**config.mk**
```make
export PLATFORM = sky130hd
export DESIGN_NAME = lsu_mem_ctrl
export DESIGN_NICKNAME = d
export VERILOG_FILES = /design/src/rtl/lsu_mem_ctrl_pkg.sv /design/src/rtl/lsu_store_align.sv /design/src/rtl/lsu_mem_ctrl.sv
export SDC_FILE = /design/constraint.sdc
export NUM_CORES = 1
export LEC_CHECK = 0
export CORE_MARGIN = 10
export CORE_UTILIZATION = 30
export CTS_BUF_LIST = sky130_fd_sc_hd__clkbuf_2
export CTS_CLUSTER_DIAMETER = 60
export DETAILED_ROUTE_END_ITERATION = 10
export GPL_ROUTABILITY_DRIVEN = 0
export SYNTH_ARGS = -nofsm -noshare
export SYNTH_HDL_FRONTEND = slang
export SYNTH_SLANG_ARGS = --single-unit
```
**constraint.sdc**
```tcl
create_clock -name clk -period 1.8 [get_ports clk]
set_input_delay 0.36 -clock clk [delete_from_list [all_inputs] [get_ports clk]]
set_output_delay 0.36 -clock clk [all_outputs]
set_load 0.03 [all_outputs]
```
**src/rtl/lsu_mem_ctrl_pkg.sv**
```systemverilog
// -----------------------------------------------------------------------------
// lsu_mem_ctrl_pkg
// Shared definitions for the load/store memory controller:
//   - sel encodings as presented by the execute stage (SEL_LW..SEL_LHU)
//   - FSM state codes
//   - byte-enable base patterns (shifted by the byte offset at use)
//   - helpers that reduce sel to an access size and test alignment
// -----------------------------------------------------------------------------
package lsu_mem_ctrl_pkg;

  // sel encodings. Stores only look at the size implied by these codes.
  localparam logic [2:0] SEL_LW  = 3'b000;
  localparam logic [2:0] SEL_LB  = 3'b001;
  localparam logic [2:0] SEL_LH  = 3'b010;
  localparam logic [2:0] SEL_LBU = 3'b011;
  localparam logic [2:0] SEL_LHU = 3'b100;

  typedef enum logic [1:0] {
    ST_IDLE = 2'd0,
    ST_REQ  = 2'd1,
    ST_RESP = 2'd2,
    ST_DONE = 2'd3
  } state_e;

  typedef enum logic [1:0] {
    SZ_WORD = 2'd0,
    SZ_HALF = 2'd1,
    SZ_BYTE = 2'd2
  } size_e;

  // Byte-enable patterns for an access at byte offset 0.
  localparam logic [3:0] BE_BYTE = 4'b0001;
  localparam logic [3:0] BE_HALF = 4'b0011;
  localparam logic [3:0] BE_WORD = 4'b1111;

  // Unused sel codes (101..111) are treated as word accesses.
  function automatic size_e sel_size(input logic [2:0] sel);
    case (sel)
      SEL_LB, SEL_LBU: return SZ_BYTE;
      SEL_LH, SEL_LHU: return SZ_HALF;
      default:         return SZ_WORD;
    endcase
  endfunction

  function automatic logic is_misaligned(input size_e sz, input logic [1:0] off);
    case (sz)
      SZ_HALF: return off[0];
      SZ_WORD: return off != 2'b00;
      default: return 1'b0;
    endcase
  endfunction

endpackage

```
**src/rtl/lsu_store_align.sv**
```systemverilog
// -----------------------------------------------------------------------------
// lsu_store_align
// Combinational store formatter: byte enables and lane-replicated write data.
// Replicating the low byte/half into every lane lets the bus pick whichever
// lane the byte enables select, so no data shift is needed.
// Ports:
//   sel_i     [2:0]  access type (only the size matters here)
//   offset_i  [1:0]  byte offset within the word (addr[1:0])
//   wdata_i   [31:0] store value, right-aligned
//   be_o      [3:0]  byte enables
//   wdata_o   [31:0] replicated store data
// -----------------------------------------------------------------------------
module lsu_store_align (
  input  logic [2:0]  sel_i,
  input  logic [1:0]  offset_i,
  input  logic [31:0] wdata_i,
  output logic [3:0]  be_o,
  output logic [31:0] wdata_o
);
  import lsu_mem_ctrl_pkg::*;

  // NOTE: every output of a combinational block gets a default before the
  // case, so no path leaves it unassigned and no latch is inferred.
  always_comb begin
    be_o    = BE_WORD;
    wdata_o = wdata_i;
    case (sel_size(sel_i))
      SZ_BYTE: begin
        be_o    = BE_BYTE << offset_i;
        wdata_o = {4{wdata_i[7:0]}};
      end
      SZ_HALF: begin
        be_o    = BE_HALF << offset_i;
        wdata_o = {2{wdata_i[15:0]}};
      end
      default: begin
        be_o    = BE_WORD;
        wdata_o = wdata_i;
      end
    endcase
  end

endmodule

```
**src/rtl/lsu_mem_ctrl.sv**
```systemverilog
// -----------------------------------------------------------------------------
// lsu_mem_ctrl
// Load/store controller between execute and a req/gnt/rvalid data bus.
// One access per instruction: IDLE -> REQ -> RESP -> DONE -> IDLE (stores
// skip RESP, misaligned accesses go straight to DONE without a bus request).
// Loads return the word shifted right so the addressed byte/half lands in
// bits [15:0]; ld_sel tells the load-extend stage how to extend it.
// Parameters:
//   TIMEOUT  cycles an access may spend in REQ+RESP before bus_err (>=2)
//   CNT_W    timeout counter width, must hold TIMEOUT
// Ports:
//   clk, rst_n                  clock, asynchronous active-low reset
//   mem_read, mem_write         access request from execute (mutually exclusive)
//   addr, wdata, sel            byte address, store data, access type
//   stall                       freeze pipeline while the access is in flight
//   ld_data, ld_sel             aligned load word and its sel, held until next load
//   done, misalign, bus_err     one-cycle completion pulse and its status flags
//   mem_req/we/addr/be/wdata    bus request side
//   mem_gnt, mem_rvalid, mem_rdata  bus response side
// -----------------------------------------------------------------------------
module lsu_mem_ctrl #(
  parameter int unsigned TIMEOUT = 16,
  parameter int unsigned CNT_W   = 5
) (
  input  logic        clk,
  input  logic        rst_n,
  input  logic        mem_read,
  input  logic        mem_write,
  input  logic [31:0] addr,
  input  logic [31:0] wdata,
  input  logic [2:0]  sel,
  output logic        stall,
  output logic [31:0] ld_data,
  output logic [2:0]  ld_sel,
  output logic        done,
  output logic        misalign,
  output logic        bus_err,
  output logic        mem_req,
  output logic        mem_we,
  output logic [31:0] mem_addr,
  output logic [3:0]  mem_be,
  output logic [31:0] mem_wdata,
  input  logic        mem_gnt,
  input  logic        mem_rvalid,
  input  logic [31:0] mem_rdata
);
  import lsu_mem_ctrl_pkg::*;

  state_e           state_q, state_d;
  logic [CNT_W-1:0] cnt_q, cnt_d;
  logic             misalign_q, misalign_d;
  logic             bus_err_q, bus_err_d;

  logic [1:0]       off_q;
  logic [2:0]       sel_q;
  logic             we_q;
  logic [31:0]      mem_addr_q;
  logic [3:0]       mem_be_q;
  logic [31:0]      mem_wdata_q;
  logic [31:0]      ld_data_q;
  logic [2:0]       ld_sel_q;

  logic [3:0]       st_be;
  logic [31:0]      st_wdata;
  logic             access;
  logic             accept;
  logic             load_done;
  logic             timeout;

  lsu_store_align u_store_align (
    .sel_i    (sel),
    .offset_i (addr[1:0]),
    .wdata_i  (wdata),
    .be_o     (st_be),
    .wdata_o  (st_wdata)
  );

  assign access    = mem_read | mem_write;
  assign accept    = (state_q == ST_IDLE) && access;
  assign load_done = (state_q == ST_RESP) && mem_rvalid;
  // ">=" rather than "==": a read granted on the last REQ cycle enters RESP
  // with the count already past TIMEOUT-1 and must still time out.
  assign timeout   = cnt_q >= CNT_W'(TIMEOUT - 1);

  // NOTE: state is updated with non-blocking assignments so every register
  // samples pre-edge values regardless of process ordering.
  always_ff @(posedge clk or negedge rst_n) begin
    if (!rst_n) begin
      state_q    <= ST_IDLE;
      cnt_q      <= '0;
      misalign_q <= 1'b0;
      bus_err_q  <= 1'b0;
    end else begin
      state_q    <= state_d;
      cnt_q      <= cnt_d;
      misalign_q <= misalign_d;
      bus_err_q  <= bus_err_d;
    end
  end

  // Request fields are captured once at acceptance so the bus sees stable
  // values for the whole REQ phase even if execute changes its inputs.
  always_ff @(posedge clk or negedge rst_n) begin
    if (!rst_n) begin
      off_q       <= 2'b00;
      sel_q       <= SEL_LW;
      we_q        <= 1'b0;
      mem_addr_q  <= '0;
      mem_be_q    <= '0;
      mem_wdata_q <= '0;
      ld_data_q   <= '0;
      ld_sel_q    <= SEL_LW;
    end else begin
      if (accept) begin
        off_q       <= addr[1:0];
        sel_q       <= sel;
        we_q        <= mem_write;
        mem_addr_q  <= {addr[31:2], 2'b00};
        mem_be_q    <= mem_write ? st_be : BE_WORD;
        mem_wdata_q <= st_wdata;
      end
      if (load_done) begin
        ld_data_q <= mem_rdata >> {off_q, 3'b000};
        ld_sel_q  <= sel_q;
      end
    end
  end

  // Flags are only ever set on the transition into DONE, so they are
  // automatically zero whenever done is low.
  always_comb begin
    state_d    = state_q;
    cnt_d      = cnt_q;
    misalign_d = 1'b0;
    bus_err_d  = 1'b0;
    case (state_q)
      ST_IDLE: begin
        if (access) begin
          if (is_misaligned(sel_size(sel), addr[1:0])) begin
            state_d    = ST_DONE;
            misalign_d = 1'b1;
          end else begin
            state_d = ST_REQ;
            cnt_d   = '0;
          end
        end
      end
      ST_REQ: begin
        cnt_d = cnt_q + 1'b1;
        if (mem_gnt) begin
          state_d = we_q ? ST_DONE : ST_RESP;
        end else if (timeout) begin
          state_d   = ST_DONE;
          bus_err_d = 1'b1;
        end
      end
      ST_RESP: begin
        cnt_d = cnt_q + 1'b1;
        if (mem_rvalid) begin
          state_d = ST_DONE;
        end else if (timeout) begin
          state_d   = ST_DONE;
          bus_err_d = 1'b1;
        end
      end
      ST_DONE: begin
        state_d = ST_IDLE;
      end
      default: begin
        state_d = ST_IDLE;
      end
    endcase
  end

  // stall in IDLE follows the request combinationally so the instruction is
  // held from its first cycle; gating with rst_n keeps it low during reset.
  always_comb begin
    case (state_q)
      ST_IDLE:          stall = rst_n & access;
      ST_REQ, ST_RESP:  stall = 1'b1;
      default:          stall = 1'b0;
    endcase
  end

  assign done      = (state_q == ST_DONE);
  assign misalign  = misalign_q;
  assign bus_err   = bus_err_q;
  assign mem_req   = (state_q == ST_REQ);
  assign mem_we    = mem_req & we_q;
  assign mem_addr  = mem_addr_q;
  assign mem_be    = mem_be_q;
  assign mem_wdata = mem_wdata_q;
  assign ld_data   = ld_data_q;
  assign ld_sel    = ld_sel_q;

endmodule

```
* Word-level counts from Yosys, hierarchy flattened
Index checks and enable logic that the tools add are counted.
Widths: inputs -> output; s select.
** Cells by class
- $lt $le $gt $ge :: 1
- Bitwise operators :: 3
- Eq/ne operators :: 12
- Mux-type cells :: 27
- $add $sub $neg :: 1
- Shifts and indexed selects :: 3
- $mul :: 0
- Reduce and logical (&&, ||, !) cells :: 10
- Divide/modulo/power cells :: 0
** Operators by type and width (number)
- $pmux 32 s2 :: 1
- $shr 32x5->32 :: 1
- $mux 2 :: 7
- $mux 5 :: 2
- $pmux 5 s2 :: 1
- $mux 1 :: 9
- $pmux 2 s4 :: 1
- $pmux 4 s2 :: 1
- $eq 2x1->1 const B :: 3
- $eq 2x2->1 const B :: 3
- $eq 3x2->1 const B :: 2
- $pmux 1 s2 :: 3
- $reduce_or 2->1 :: 3
- $add 5x1->5 const B :: 1
- $ge 5x4->1 const B :: 1
- $logic_not 2->1 :: 2
- $mux 4 :: 1
- $ne 2x2->1 const B :: 2
- $pmux 2 s2 :: 1
- $reduce_bool 2->1 :: 2
- $shl 1x2->4 const A :: 1
- $shl 2x2->4 const A :: 1
- $eq 3x1->1 const B :: 1
- $eq 3x3->1 const B :: 1
- 4 further kinds :: 6
** Word-level totals
- Bits in registers :: 116
- Input bits :: 105
- Memory bits (read-only) :: 0
- Latch bits :: 0
- Output and inout bits :: 109
- Logic and storage cells :: 69
- Memories :: 0
- RAM bits :: 0

* Depth between registers and ports, before layout
Gate-level depths: netlist of run 1.
- Depth after elaboration :: 12
- Depth in mapped cells :: 8
- Depth with buffers taken out :: 7

* Cells and area by module
From an unflattened synthesis of run 1, not the netlist that was laid out.
** Second synthesis, totals
- Cell total of the unflattened synthesis :: 484
- Area, all modules :: 5566.6 um^2
** By module, submodules not included
- lsu_mem_ctrl :: cells an instance 393, area each 5004.8 um^2, times used 1, seq. area each 2902.8 um^2
- lsu_store_align :: cells an instance 91, area each 561.8 um^2, times used 1, seq. area each 0.0 um^2

* Worst setup path after synthesis of run 1
OpenSTA, ideal clock, no wires.
- Kind :: flip-flop to output port
- From :: register state_q[0]
- To :: output stall
- Cell stages (with the launch flop) :: 9
- Buffers on the path :: 3
- Arrival time :: 1763 ps
- Required time :: 1440 ps
- Setup slack :: -323 ps
- Cell sequence :: dfrtp_1 > inv_1 > ha_1 > buf_2 > nor2b_1 > buf_2 > buf_2 > a21oi_1 > nor2_1
** On the way
- Word-level cells in the longest chain between the ends :: 3
- Elaborated cells on any way between the ends :: 5
- Classes of those cells :: 2 x eq/ne; 1 x mux; 2 x reduce/logical
** RTL lines
- from (decl) :: line lsu_mem_ctrl.sv:49 : state_e state_q, state_d;
- from (signal assigned) :: line lsu_mem_ctrl.sv:94 : state_q <= state_d;
- $eq 2x1->1 or $eq 2x2->1 (tied branches) :: line lsu_mem_ctrl.sv:178 : case (state_q)
- $reduce_or 2->1 (no line)
- $pmux 1 s2 * :: line lsu_mem_ctrl.sv:178
- to (decl) :: line lsu_mem_ctrl.sv:32 : output logic stall,
Every way passes the cells marked *; elsewhere a longest branch is shown, timed or not.

* Final worst setup path of run 1
- From :: register state_q[0]
- To :: output mem_we
** On the way
- Word-level cells in the longest chain between the ends :: 2
** RTL lines
- $eq 2x1->1 :: line lsu_mem_ctrl.sv:188 : assign mem_req = (state_q == ST_REQ);
- $and 1x1->1 :: line lsu_mem_ctrl.sv:189 : assign mem_we = mem_req & we_q;
- to (decl) :: line lsu_mem_ctrl.sv:39 : output logic mem_we,
Every way passes these cells.

==> flow_metrics.py, run 1 <==
metrics = {
    "yosys": {
        "synth_commonest_cells": "nand2_1, dfrtp_1, o21ai_0",
        "yosys.area_share.simple_pct": 16.7,
        "synth-compound-area-share_pct": 14.9,
        "syn_inst": 557,
        "synthDominantCellAreaShare_pct": 53.8,
        "synth_flop_cell": "dfrtp_1",
        "yosysWarnings": 0,
        "synth-seq-cells": 116,
        "synthMuxAreaShare_pct": 8.60,
        "synth_cell_types": 44,
        "synthAdderAreaFrac_pct": 1.39,
        "async_flop_share_pct": 100,
        "yosys.area.top_type": "dfrtp_1",
        "ys_seq_area_share_pct": 53.8,
        "synthTopCellsByArea": "dfrtp_1, nand2_1, mux2i_1, o21ai_0, mux2_2",
        "synth_top_family_by_area": "simple AND/OR/NAND/NOR gates",
        "synth-xor-area-share_pct": 0.301,
        "synth_edf_count": 0,
        "post-synth-top-count-cell": "nand2_1",
        "syn_avg_cell_area_um2": 9.69,
        "synth_area_um2": 5400,
    },
    "cts": {
        "cts_buffer_depth": 2,
        "clk_latency_ns": 0.68,
        "cts_buffers": 17,
        "clock-sinks": 116,
        "root_buffer": "clkbuf_2",
        "ctsHtreeMaxLevel": 4,
        "path_clk_slew_ns": 0.19,
        "cts_tree": "done",
    },
    "sta": {
        "finalCriticalPeriod_ns": 2.16,
        "grt_setup_unrepaired": "true",
        "slew_headroom_pct": 56.0,
        "fmax_ghz": 0.463,
        "hold_ws_ns": 0.167,
        "final.setup.worst_slack_ns": -0.360,
        "finClkSkew_ns": 0.0174,
        "report.final.slew_viol_count": 0,
        "worst_pin_slew_ns": 0.659,
        "setup_viol": 4,
        "hold_viol": 0,
        "setup_tns_ns": -1.06,
        "min_period_over_period_pct": 120,
    },
    "placement": {
        "port-buffer-count": 211,
        "post-dp-hpwl_um": 14000,
        "placed_cell_area_um2": 8130,
        "dp.cells": 1004,
    },
    "worst_setup_path": {
        "r2r_slack_ns": 0.03,
        "crit_type": "reg -> out",
        "r2r_start": "cnt_q[1]$_DFFE_PN0P_",
        "cp-start-kind": "flip-flop",
        "cp.required_ns": 1.44,
        "worstReg2RegEnd": "state_q[1]$_DFFE_PN0P_",
        "crit_arrival_ns": 1.80,
        "reg2reg_depth": 7,
        "cp_max_fo": 4,
        "cp-end-kind": "primary output",
    },
    "run_status": {
        "violations": "setup timing",
        "outcome": "complete, but fails checks",
    },
    "pwr": {
        "p_int_uw": 7560,
        "comb_power_share_pct": 57.7,
        "p_seq_share_pct": 30.9,
        "p_leak_uw": 0.00391,
        "switching_power_uw": 7010,
        "sw_frac_of_total_pct": 48.1,
        "power_density_nw_per_um2": 1800,
        "max-vdd-ir-drop_mv": 0.709,
        "clkPwrFrac_pct": 11.4,
    },
    "global_route": {
        "grt_max_degree": 117,
        "grt_use_total_pct": 15.4,
        "grt_pass1_vias": 5236,
        "grt_pass1_wl_um": 29500,
        "antenna_found_initial": 0,
        "gr-total-overflow": 0,
    },
    "finish": {
        "regArea_um2": 2900,
        "nFillCells": 1709,
        "final_util_pct": 46.3,
        "instances_no_fill": 1049,
        "num_antenna_cells": 0,
        "multi_input_area_um2": 2400,
        "syn_to_final_growth_pct": 49.7,
        "drive_gt1_share_pct": 28.9,
        "fin_area_um2": 8080,
        "fin_nets": 922,
    },
    "drt": {
        "ant_nets": 0,
        "via_per_inst": 4.81,
        "detail_route.wl_per_cell_um": 17.9,
        "drt-pass1-iter-count": 4,
        "drcViolationCount": 0,
        "via_count": 5042,
        "routed_wirelength_um": 18800,
        "drt-initial-drc-count": 216,
    },
    "run": {
        "max-cap-violations": 0,
    },
    "die": {
        "start_util_pct": 30.9,
        "die_area_um2": 23800,
        "core_um2": 17500,
        "ios": 214,
        "fp.dieH_um": 154,
        "num_rows": 48,
        "die_w_um": 154,
    },
    "worst_hold_path": {
        "hp-start": "addr[15]",
        "hp-class": "in -> reg",
        "hold_path_depth": 3,
        "worstHoldEndpoint": "mem_addr[15]$_DFFE_PN0P_",
    },
}
==> logic make-up (layout without fill, tap and decap cells) <==
group,count (synthesis),count (layout)
simple gates,213,213
compound gates,125,125
flops,116,116
buf+inv,50,316
mux,45,45
fa+ha+maj,6,6
other cells,1,2
xor+xnor,1,1
==> power groups by stage <==
stage | Clock (uW) | Combinational (uW) | Sequential [uW]
floorplan | 0 | 2970 | 6570
global placement | 0 | 8870 | 4540
detailed placement | 0 | 8990 | 4580
CTS | 1770 | 8260 | 4490
global route | 1880 | 9130 | 4650
finish | 1670 | 8410 | 4490
==> registers in the layout, indices dropped and copies added, names as in the netlist, 2 cells and up <==
| name | cells |
|---|---|
| state_q | 2 |
| ld_sel | 3 |
| cnt_q | 5 |
| ld_data | 32 |
| sel_q | 3 |
| mem_addr | 30 |
| off_q | 2 |
| mem_wdata | 32 |
| mem_be | 4 |
==> cell usage in the layout, fill, tap and decap left out, types with 10 or more instances in the layout <==
| master | instances |
|---|---|
| nor2b_1 | 12 |
| mux2i_1 | 34 |
| nor2_1 | 17 |
| buf_4 | 57 |
| mux2_2 | 11 |
| a21oi_1 | 20 |
| dfrtp_1 | 116 |
| o21ai_0 | 33 |
| clkdlybuf4s50_1 | 103 |
| clkbuf_2 | 17 |
| nand2_1 | 161 |
| buf_2 | 92 |
| o21ai_1 | 10 |
| buf_12 | 11 |
==> cell type report <==
cell class,count,area share [%]
well taps,225,3.48
clock inverters,15,1.75
repair buffers,272,27.6
inverters,12,0.557
clock buffers,17,1.05
flip-flops and latches,116,35.9
multi-input cells,392,29.6
==> per-layer routing <==
metal | part of all wire [%] | wire [um] | track usage (%) | vias to the layer above
met1 | 42 | 7870 | 18.1 | 2402
met3 | 9.3 | 1750 | 6.78 | 19
met4 | 1.1 | 201 | 4.72 | 0
met2 | 48 | 8950 | 24.7 | 204
met5 | 0 | 0 | 0 | -
li1 | - | - | - | 2417
==> stage by stage <==
step / total power [uW] / setup WS (ns)
2_1_floorplan: 9530 / -0.0263
3_3_place_gp: 13400 / -0.210
3_5_place_dp: 13600 / -0.242
4_1_cts: 14500 / -0.445
5_1_grt: 15700 / -0.505
6_report: 14600 / -0.360
==> worst max path at each step <==
stage,slack [ns],cells after the start,end,start
after global placement,-0.21,6,mem_wdata[27]$_DFFE_PN0P_,sel[1]
final,-0.36,5,mem_we,state_q[0]$_DFFE_PN0P_
after detailed placement,-0.24,6,mem_wdata[25]$_DFFE_PN0P_,sel[1]
after CTS,-0.45,6,stall,state_q[0]$_DFFE_PN0P_
after floorplan,-0.03,8,stall,state_q[0]$_DFFE_PN0P_
after global routing,-0.51,6,stall,state_q[0]$_DFFE_PN0P_
==> timing repair <==
action,4_1_cts,5_1_grt
setup buffers,7,7
hold buffers,1,0
resized for setup,542,33
pin swaps,3,6
endpoints found under the setup margin,109,40
endpoints found under the hold margin,116,0
==> worst max-delay path, cell delays in order (launching register included) <==
cell and delay, ns:
dfrtp_1 0.42, buf_4 0.17, ha_2 0.21, inv_2 0.06, nor2_4 0.13, buf_6 0.14
No activity file was read; power rests on OpenSTA's default activity.
==> inputs of run 2 (changes only) <==
--- a/config.mk
+++ b/config.mk
@@ -5,6 +5,7 @@
 export SDC_FILE = /design/constraint.sdc
 export NUM_CORES = 1
 export LEC_CHECK = 0
+export ABC_AREA = 1
 export CORE_MARGIN = 10
 export CORE_UTILIZATION = 30
 export CTS_BUF_LIST = sky130_fd_sc_hd__clkbuf_2
==> run 2 against run 1 <==
Compared with the run above: the flow still finishes with violations (setup timing); power decreased by 1.3%; fmax increased by 2.0%; largest power group unchanged; area after synthesis increased by 1.0%; highest routed layer unchanged; synthesized cell count increased by 18%; sequential power decreased by 2%; clock skew increased by 0.0085 ns; die area increased by 0.91%.
==> flow_metrics.py, run 2 <==
metrics = {
    "placement": {
        "dp.cells": 1094,
        "port-buffer-count": 211,
        "post-dp-hpwl_um": 14300,
        "placed_cell_area_um2": 7970,
    },
    "sta": {
        "hold_ws_ns": 0.189,
        "grt_setup_unrepaired": "true",
        "hold_viol": 0,
        "final.setup.worst_slack_ns": -0.317,
        "setup_viol": 4,
        "min_period_over_period_pct": 118,
        "report.final.slew_viol_count": 0,
        "worst_pin_slew_ns": 0.643,
        "fmax_ghz": 0.472,
        "finalCriticalPeriod_ns": 2.12,
        "slew_headroom_pct": 57.1,
        "finClkSkew_ns": 0.0259,
    },
    "die": {
        "start_util_pct": 30.5,
        "fp.dieH_um": 155,
        "ios": 214,
        "die_w_um": 155,
        "core_um2": 17900,
        "die_area_um2": 24000,
        "num_rows": 49,
    },
    "cts": {
        "cts_tree": "done",
        "root_buffer": "clkbuf_2",
        "cts_buffers": 17,
        "ctsHtreeMaxLevel": 4,
        "clk_latency_ns": 0.68,
        "cts_buffer_depth": 2,
        "clock-sinks": 116,
        "path_clk_slew_ns": 0.19,
    },
    "worst_setup_path": {
        "max_stage_delay_ns": 0.43,
        "crit_type": "reg -> out",
        "cp_cell_sequence": "inv_2, ha_4, nand2_2, inv_2, nand2_2, a21oi_4, buf_12",
        "crit_family": "flip-flops",
        "reg2reg_depth": 12,
        "cpMaxStageDelayCell": "dfrtp_1",
        "cp_num_buf_inv": 3,
        "cp.required_ns": 1.44,
        "path_depth": 7,
        "cp_max_fo": 2,
        "cp-start-kind": "flip-flop",
        "cp-end-kind": "primary output",
        "crit_arrival_ns": 1.76,
    },
    "yosys": {
        "syn_inst": 656,
        "synth_commonest_cells": "nand2_1, dfrtp_1, inv_1, nor2_1, nand3_1",
        "synth_flop_cell": "dfrtp_1",
        "post-synth-top-count-cell": "nand2_1",
        "synthMuxAreaShare_pct": 0,
        "synth-seq-cells": 116,
        "yosysWarnings": 0,
        "ys_seq_area_share_pct": 53.2,
        "synth_area_um2": 5460,
        "async_flop_share_pct": 100,
        "synth_edf_count": 0,
        "synth_cell_types": 29,
        "yosys.area_share.simple_pct": 28.4,
        "synthTopCellsByArea": "dfrtp_1, nand2_1, nand3_1, o21ai_0, or2_2",
        "synth-xor-area-share_pct": 0,
        "synthAdderAreaFrac_pct": 1.38,
        "synthDominantCellAreaShare_pct": 53.2,
        "synth-compound-area-share_pct": 10.3,
        "yosys.area.top_type": "dfrtp_1",
        "synth_top_family_by_area": "simple AND/OR/NAND/NOR gates",
        "syn_avg_cell_area_um2": 8.32,
    },
    "finish": {
        "final_common_cell": "nand2_1",
        "num_antenna_cells": 0,
        "mostFrequentLayoutCells": "nand2_1, dfrtp_1, clkdlybuf4s50_1, buf_2, buf_4",
        "fin_area_um2": 7960,
        "fin_nets": 1011,
        "syn_to_final_growth_pct": 45.9,
        "drive_gt1_share_pct": 26.1,
        "instances_no_fill": 1142,
    },
    "drt": {
        "via_count": 5288,
        "routed_wirelength_um": 19500,
        "ant_nets": 0,
        "drt-initial-drc-count": 297,
        "detail_route.wl_per_cell_um": 17.1,
        "drt-pass1-iter-count": 5,
        "via_per_inst": 4.63,
        "drcViolationCount": 0,
    },
    "run_status": {
        "violations": "setup timing",
        "outcome": "complete, but fails checks",
    },
    "global_route": {
        "gr-total-overflow": 0,
        "grt_pass1_wl_um": 30200,
        "grt_max_degree": 117,
        "grt_use_total_pct": 15.9,
        "grt_pass1_vias": 5364,
        "antenna_found_initial": 0,
    },
    "worst_hold_path": {
        "hold_path_depth": 3,
        "hp-class": "in -> reg",
    },
    "pwr": {
        "p_leak_uw": 0.00406,
        "power.total_uw": 14400,
        "max-vdd-ir-drop_mv": 0.812,
        "power_density_nw_per_um2": 1810,
    },
    "run": {
        "max-cap-violations": 0,
    },
}
## run 2: cell types whose count changed after synthesis, sizes merged, moves of 9 or more
cell | previous run | this run
nand4 | 0 | 10
o211ai | 5 | 16
or2 | 2 | 22
mux2 | 11 | 0
inv | 12 | 42
a211oi | 9 | 0
nand3 | 4 | 35
nor2b | 13 | 0
nor2 | 21 | 38
a21oi | 21 | 9
a22o | 9 | 0
nand2 | 162 | 255
mux2i | 34 | 0
clkbuf | 18 | 9
## run 2: layout make-up
type,instances,area [um^2]
fill,1875,9940
sequential,116,2900
multi-input combinational,465,2260
timing repair buffer,258,2070
tap,229,287
clock inverter,13,188
inverter,42,160
clock buffer,19,95.1
## run 2: what timing repair did
| action | 4_1_cts | 5_1_grt |
|---|---|---|
| resized for setup | 533 | 17 |
| gates cloned | 0 | 0 |
| pin swaps | 3 | 4 |
| endpoints found under the setup margin | 107 | 8 |
| setup buffers | 12 | 3 |
| hold endpoints to repair | 116 | 0 |
| hold buffers | 1 | 0 |
## run 2: tightest hold or removal path: cells and delay by family
family,cells,cell delay (ns)
buf+inv,1,0.39
simple gates,2,0.11
## run 2: worst paths after layout
check / end / start / slack (ns)
worst max register to register: mem_be[0]$_DFFE_PN0P_ / state_q[0]$_DFFE_PN0P_ / 0.05
min in group asynchronous: mem_addr[19]$_DFFE_PN0P_ / rst_n / 0.42
max in group asynchronous: cnt_q[4]$_DFFE_PN0P_ / rst_n / 0.89
worst min-delay path: mem_addr[19]$_DFFE_PN0P_ / addr[19] / 0.19
worst max-delay path: stall / state_q[0]$_DFFE_PN0P_ / -0.32
worst min register to register: mem_addr[7]$_DFFE_PN0P_ / mem_addr[7]$_DFFE_PN0P_ / 0.49
## run 2: cells by family (layout without fill, tap and decap cells)
| group | Yosys count | after routing |
|---|---|---|
| compound gates | 95 | 95 |
| fa+ha+maj | 6 | 6 |
| buf+inv | 76 | 332 |
| flops | 116 | 116 |
| other cells | 1 | 2 |
| simple gates | 362 | 362 |
## run 2: power breakdown
group | total, uW | switching [uW] | internal, uW
registers | 4420 | 642 | 3770
logic | 7900 | 5220 | 2680
clock network | 2060 | 1030 | 1040
total | 14400 | 6890 | 7490
## run 2: per-stage QoR
| step | setup slack [ns] | TNS (ns) | util (%) |
|---|---|---|---|
| 2_1_floorplan | 0.0469 | 0 | - |
| 3_3_place_gp | -0.0314 | -0.143 | 44.5 |
| 3_5_place_dp | -0.0570 | -0.267 | 44.5 |
| 4_1_cts | -0.469 | -1.33 | 44.0 |
| 5_1_grt | -0.493 | -1.55 | 44.5 |
| 6_report | -0.317 | -0.854 | 44.5 |
## run 2: layer usage
layer  track usage [%]  part of all wire [%]  routed length, um  vias up
li1                  -                     -                  -     2610
met1              19.3                    43               8420     2458
met2              24.8                    46               9000      197
met3              6.98                   9.3               1810       23
met4              5.22                   1.4                280        0
met5                 0                     0                  0        -
==> inputs of run 3 (changes only) <==
--- a/config.mk
+++ b/config.mk
@@ -12,6 +12,7 @@
 export CTS_CLUSTER_DIAMETER = 60
 export DETAILED_ROUTE_END_ITERATION = 10
 export GPL_ROUTABILITY_DRIVEN = 0
+export SKIP_LAST_GASP = 1
 export SYNTH_ARGS = -nofsm -noshare
 export SYNTH_HDL_FRONTEND = slang
 export SYNTH_SLANG_ARGS = --single-unit
==> run 3 against run 2 <==
Compared with the run above: the run still ends with setup timing left; fmax down 0.16%; sequential cell count unchanged; via count up 0.32%; highest routed layer unchanged; final cell count unchanged; cell area down 0.19%; sequential share of layout area up 0.069 points; non-clock buffer count unchanged; largest cell class unchanged; critical endpoint unchanged.
==> flow_metrics.py, run 3 (same netlist as run 2, synthesis figures left out) <==
metrics = {
    "die": {
        "num_rows": 49,
        "die_w_um": 155,
        "start_util_pct": 30.5,
        "ios": 214,
        "fp.dieH_um": 155,
        "core_um2": 17900,
        "die_area_um2": 24000,
    },
    "global_route": {
        "gr-total-overflow": 0,
        "grt_pass1_wl_um": 30200,
        "antenna_found_initial": 0,
        "grt_use_total_pct": 15.9,
        "grt_max_degree": 117,
        "grt_pass1_vias": 5364,
    },
    "worst_setup_path": {
        "cp-end-kind": "primary output",
        "cp_max_fo": 2,
        "cpMaxStageDelayCell": "dfrtp_1",
        "max_stage_delay_ns": 0.43,
        "cp_cell_sequence": "inv_2, ha_4, nand2_2, inv_2, nand2_2, a21oi_4, buf_12",
        "crit_arrival_ns": 1.76,
        "cp-start-kind": "flip-flop",
        "crit_type": "reg -> out",
        "cp.required_ns": 1.44,
        "reg2reg_depth": 12,
    },
    "cts": {
        "cts_tree": "done",
        "cts_buffers": 17,
        "ctsHtreeMaxLevel": 4,
        "clk_latency_ns": 0.69,
        "clock-sinks": 116,
        "path_clk_slew_ns": 0.19,
        "cts_buffer_depth": 2,
        "root_buffer": "clkbuf_2",
    },
    "placement": {
        "placed_cell_area_um2": 7970,
        "post-dp-hpwl_um": 14300,
        "port-buffer-count": 211,
        "pre_cts_ws_ns": -0.0570,
    },
    "worst_hold_path": {
        "hp-class": "in -> reg",
        "hold_path_depth": 3,
    },
    "drt": {
        "ant_nets": 0,
        "drt-initial-drc-count": 285,
        "drt-pass1-iter-count": 5,
        "routed_wirelength_um": 19500,
        "via_per_inst": 4.65,
        "detail_route.wl_per_cell_um": 17.1,
        "via_count": 5305,
        "drcViolationCount": 0,
    },
    "finish": {
        "syn_to_final_growth_pct": 45.6,
        "fin_nets": 1011,
        "mostFrequentLayoutCells": "nand2_1, dfrtp_1, clkdlybuf4s50_1, buf_2, buf_4",
        "drive_gt1_share_pct": 25.8,
        "num_antenna_cells": 0,
        "final_common_cell": "nand2_1",
        "fin_area_um2": 7940,
    },
    "sta": {
        "min_period_over_period_pct": 118,
        "slew_headroom_pct": 57.3,
        "finClkSkew_ns": 0.0257,
        "final.setup.worst_slack_ns": -0.321,
        "setup_viol": 4,
        "report.final.slew_viol_count": 0,
        "hold_viol": 0,
        "finalCriticalPeriod_ns": 2.12,
        "setup_tns_ns": -0.889,
        "fmax_ghz": 0.472,
        "grt_setup_unrepaired": "true",
        "worst_pin_slew_ns": 0.641,
    },
    "pwr": {
        "p_leak_uw": 0.00405,
        "power_density_nw_per_um2": 1810,
        "max-vdd-ir-drop_mv": 0.812,
        "power.total_uw": 14300,
    },
    "run_status": {
        "outcome": "complete, but fails checks",
        "violations": "setup timing",
    },
    "run": {
        "max-cap-violations": 0,
    },
}
[run 3: stage by stage]
step           instances  hold WS, ns  utilization (%)
4_1_cts             1139       0.0837             44.0
3_5_place_dp        1094        0.458             44.5
5_1_grt             1142       0.0787             44.4
6_report            1142        0.181             44.4
3_3_place_gp        1094        0.454             44.5
2_1_floorplan        657       0.0644                -
[run 3: layout make-up]
class                      instances  area (um^2)
clock buffer                      19         95.1
clock inverter                    13          188
fill                            1882         9960
inverter                          42          160
multi-input combinational        465         2250
sequential                       116         2900
tap                              229          287
timing repair buffer             258         2060
[run 3: layer usage]
layer | vias to the layer above | part of all wire (%) | global-route usage [%]
li1 | 2611 | - | -
met1 | 2451 | 42 | 19.3
met2 | 218 | 46 | 24.8
met3 | 25 | 10 | 6.98
met4 | 0 | 1.6 | 5.22
met5 | - | 0 | 0
[run 3: power by group]
part           leakage [uW]  switching (uW)  internal, uW
registers           0.00143             639          3770
logic               0.00246            5210          2660
clock network      0.000168            1030          1040
[run 3: timing repair]
| action | in CTS | in global routing |
|---|---|---|
| buffers inserted | 12 | 3 |
| endpoints found under the hold margin | 116 | 0 |
| endpoints found under the setup margin | 107 | 8 |
| hold buffers | 1 | 0 |
| resized for setup | 533 | 11 |
| pin swaps | 3 | 3 |
[run 3: path summary, 6_finish.rpt]
kind / slack (ns) / startpoint / to
min in group asynchronous: 0.41 / rst_n / mem_addr[19]$_DFFE_PN0P_
worst max register to register: 0 / state_q[1]$_DFFE_PN0P_ / mem_be[0]$_DFFE_PN0P_
worst max-delay path: -0.32 / state_q[0]$_DFFE_PN0P_ / stall
worst min-delay path: 0.18 / addr[19] / mem_addr[19]$_DFFE_PN0P_
worst min register to register: 0.49 / mem_addr[7]$_DFFE_PN0P_ / mem_addr[7]$_DFFE_PN0P_
max in group asynchronous: 0.90 / rst_n / cnt_q[4]$_DFFE_PN0P_
[run 3: critical path: cells and delay by family, from the launching register on]
family                     cells  cell delay (ns)
and+or+nand+nor                2             0.11
DFF                            1             0.43
buffers and inverters          3             0.28
AOI/OAI and AO/OA              1             0.14
adders and majority gates      1             0.14
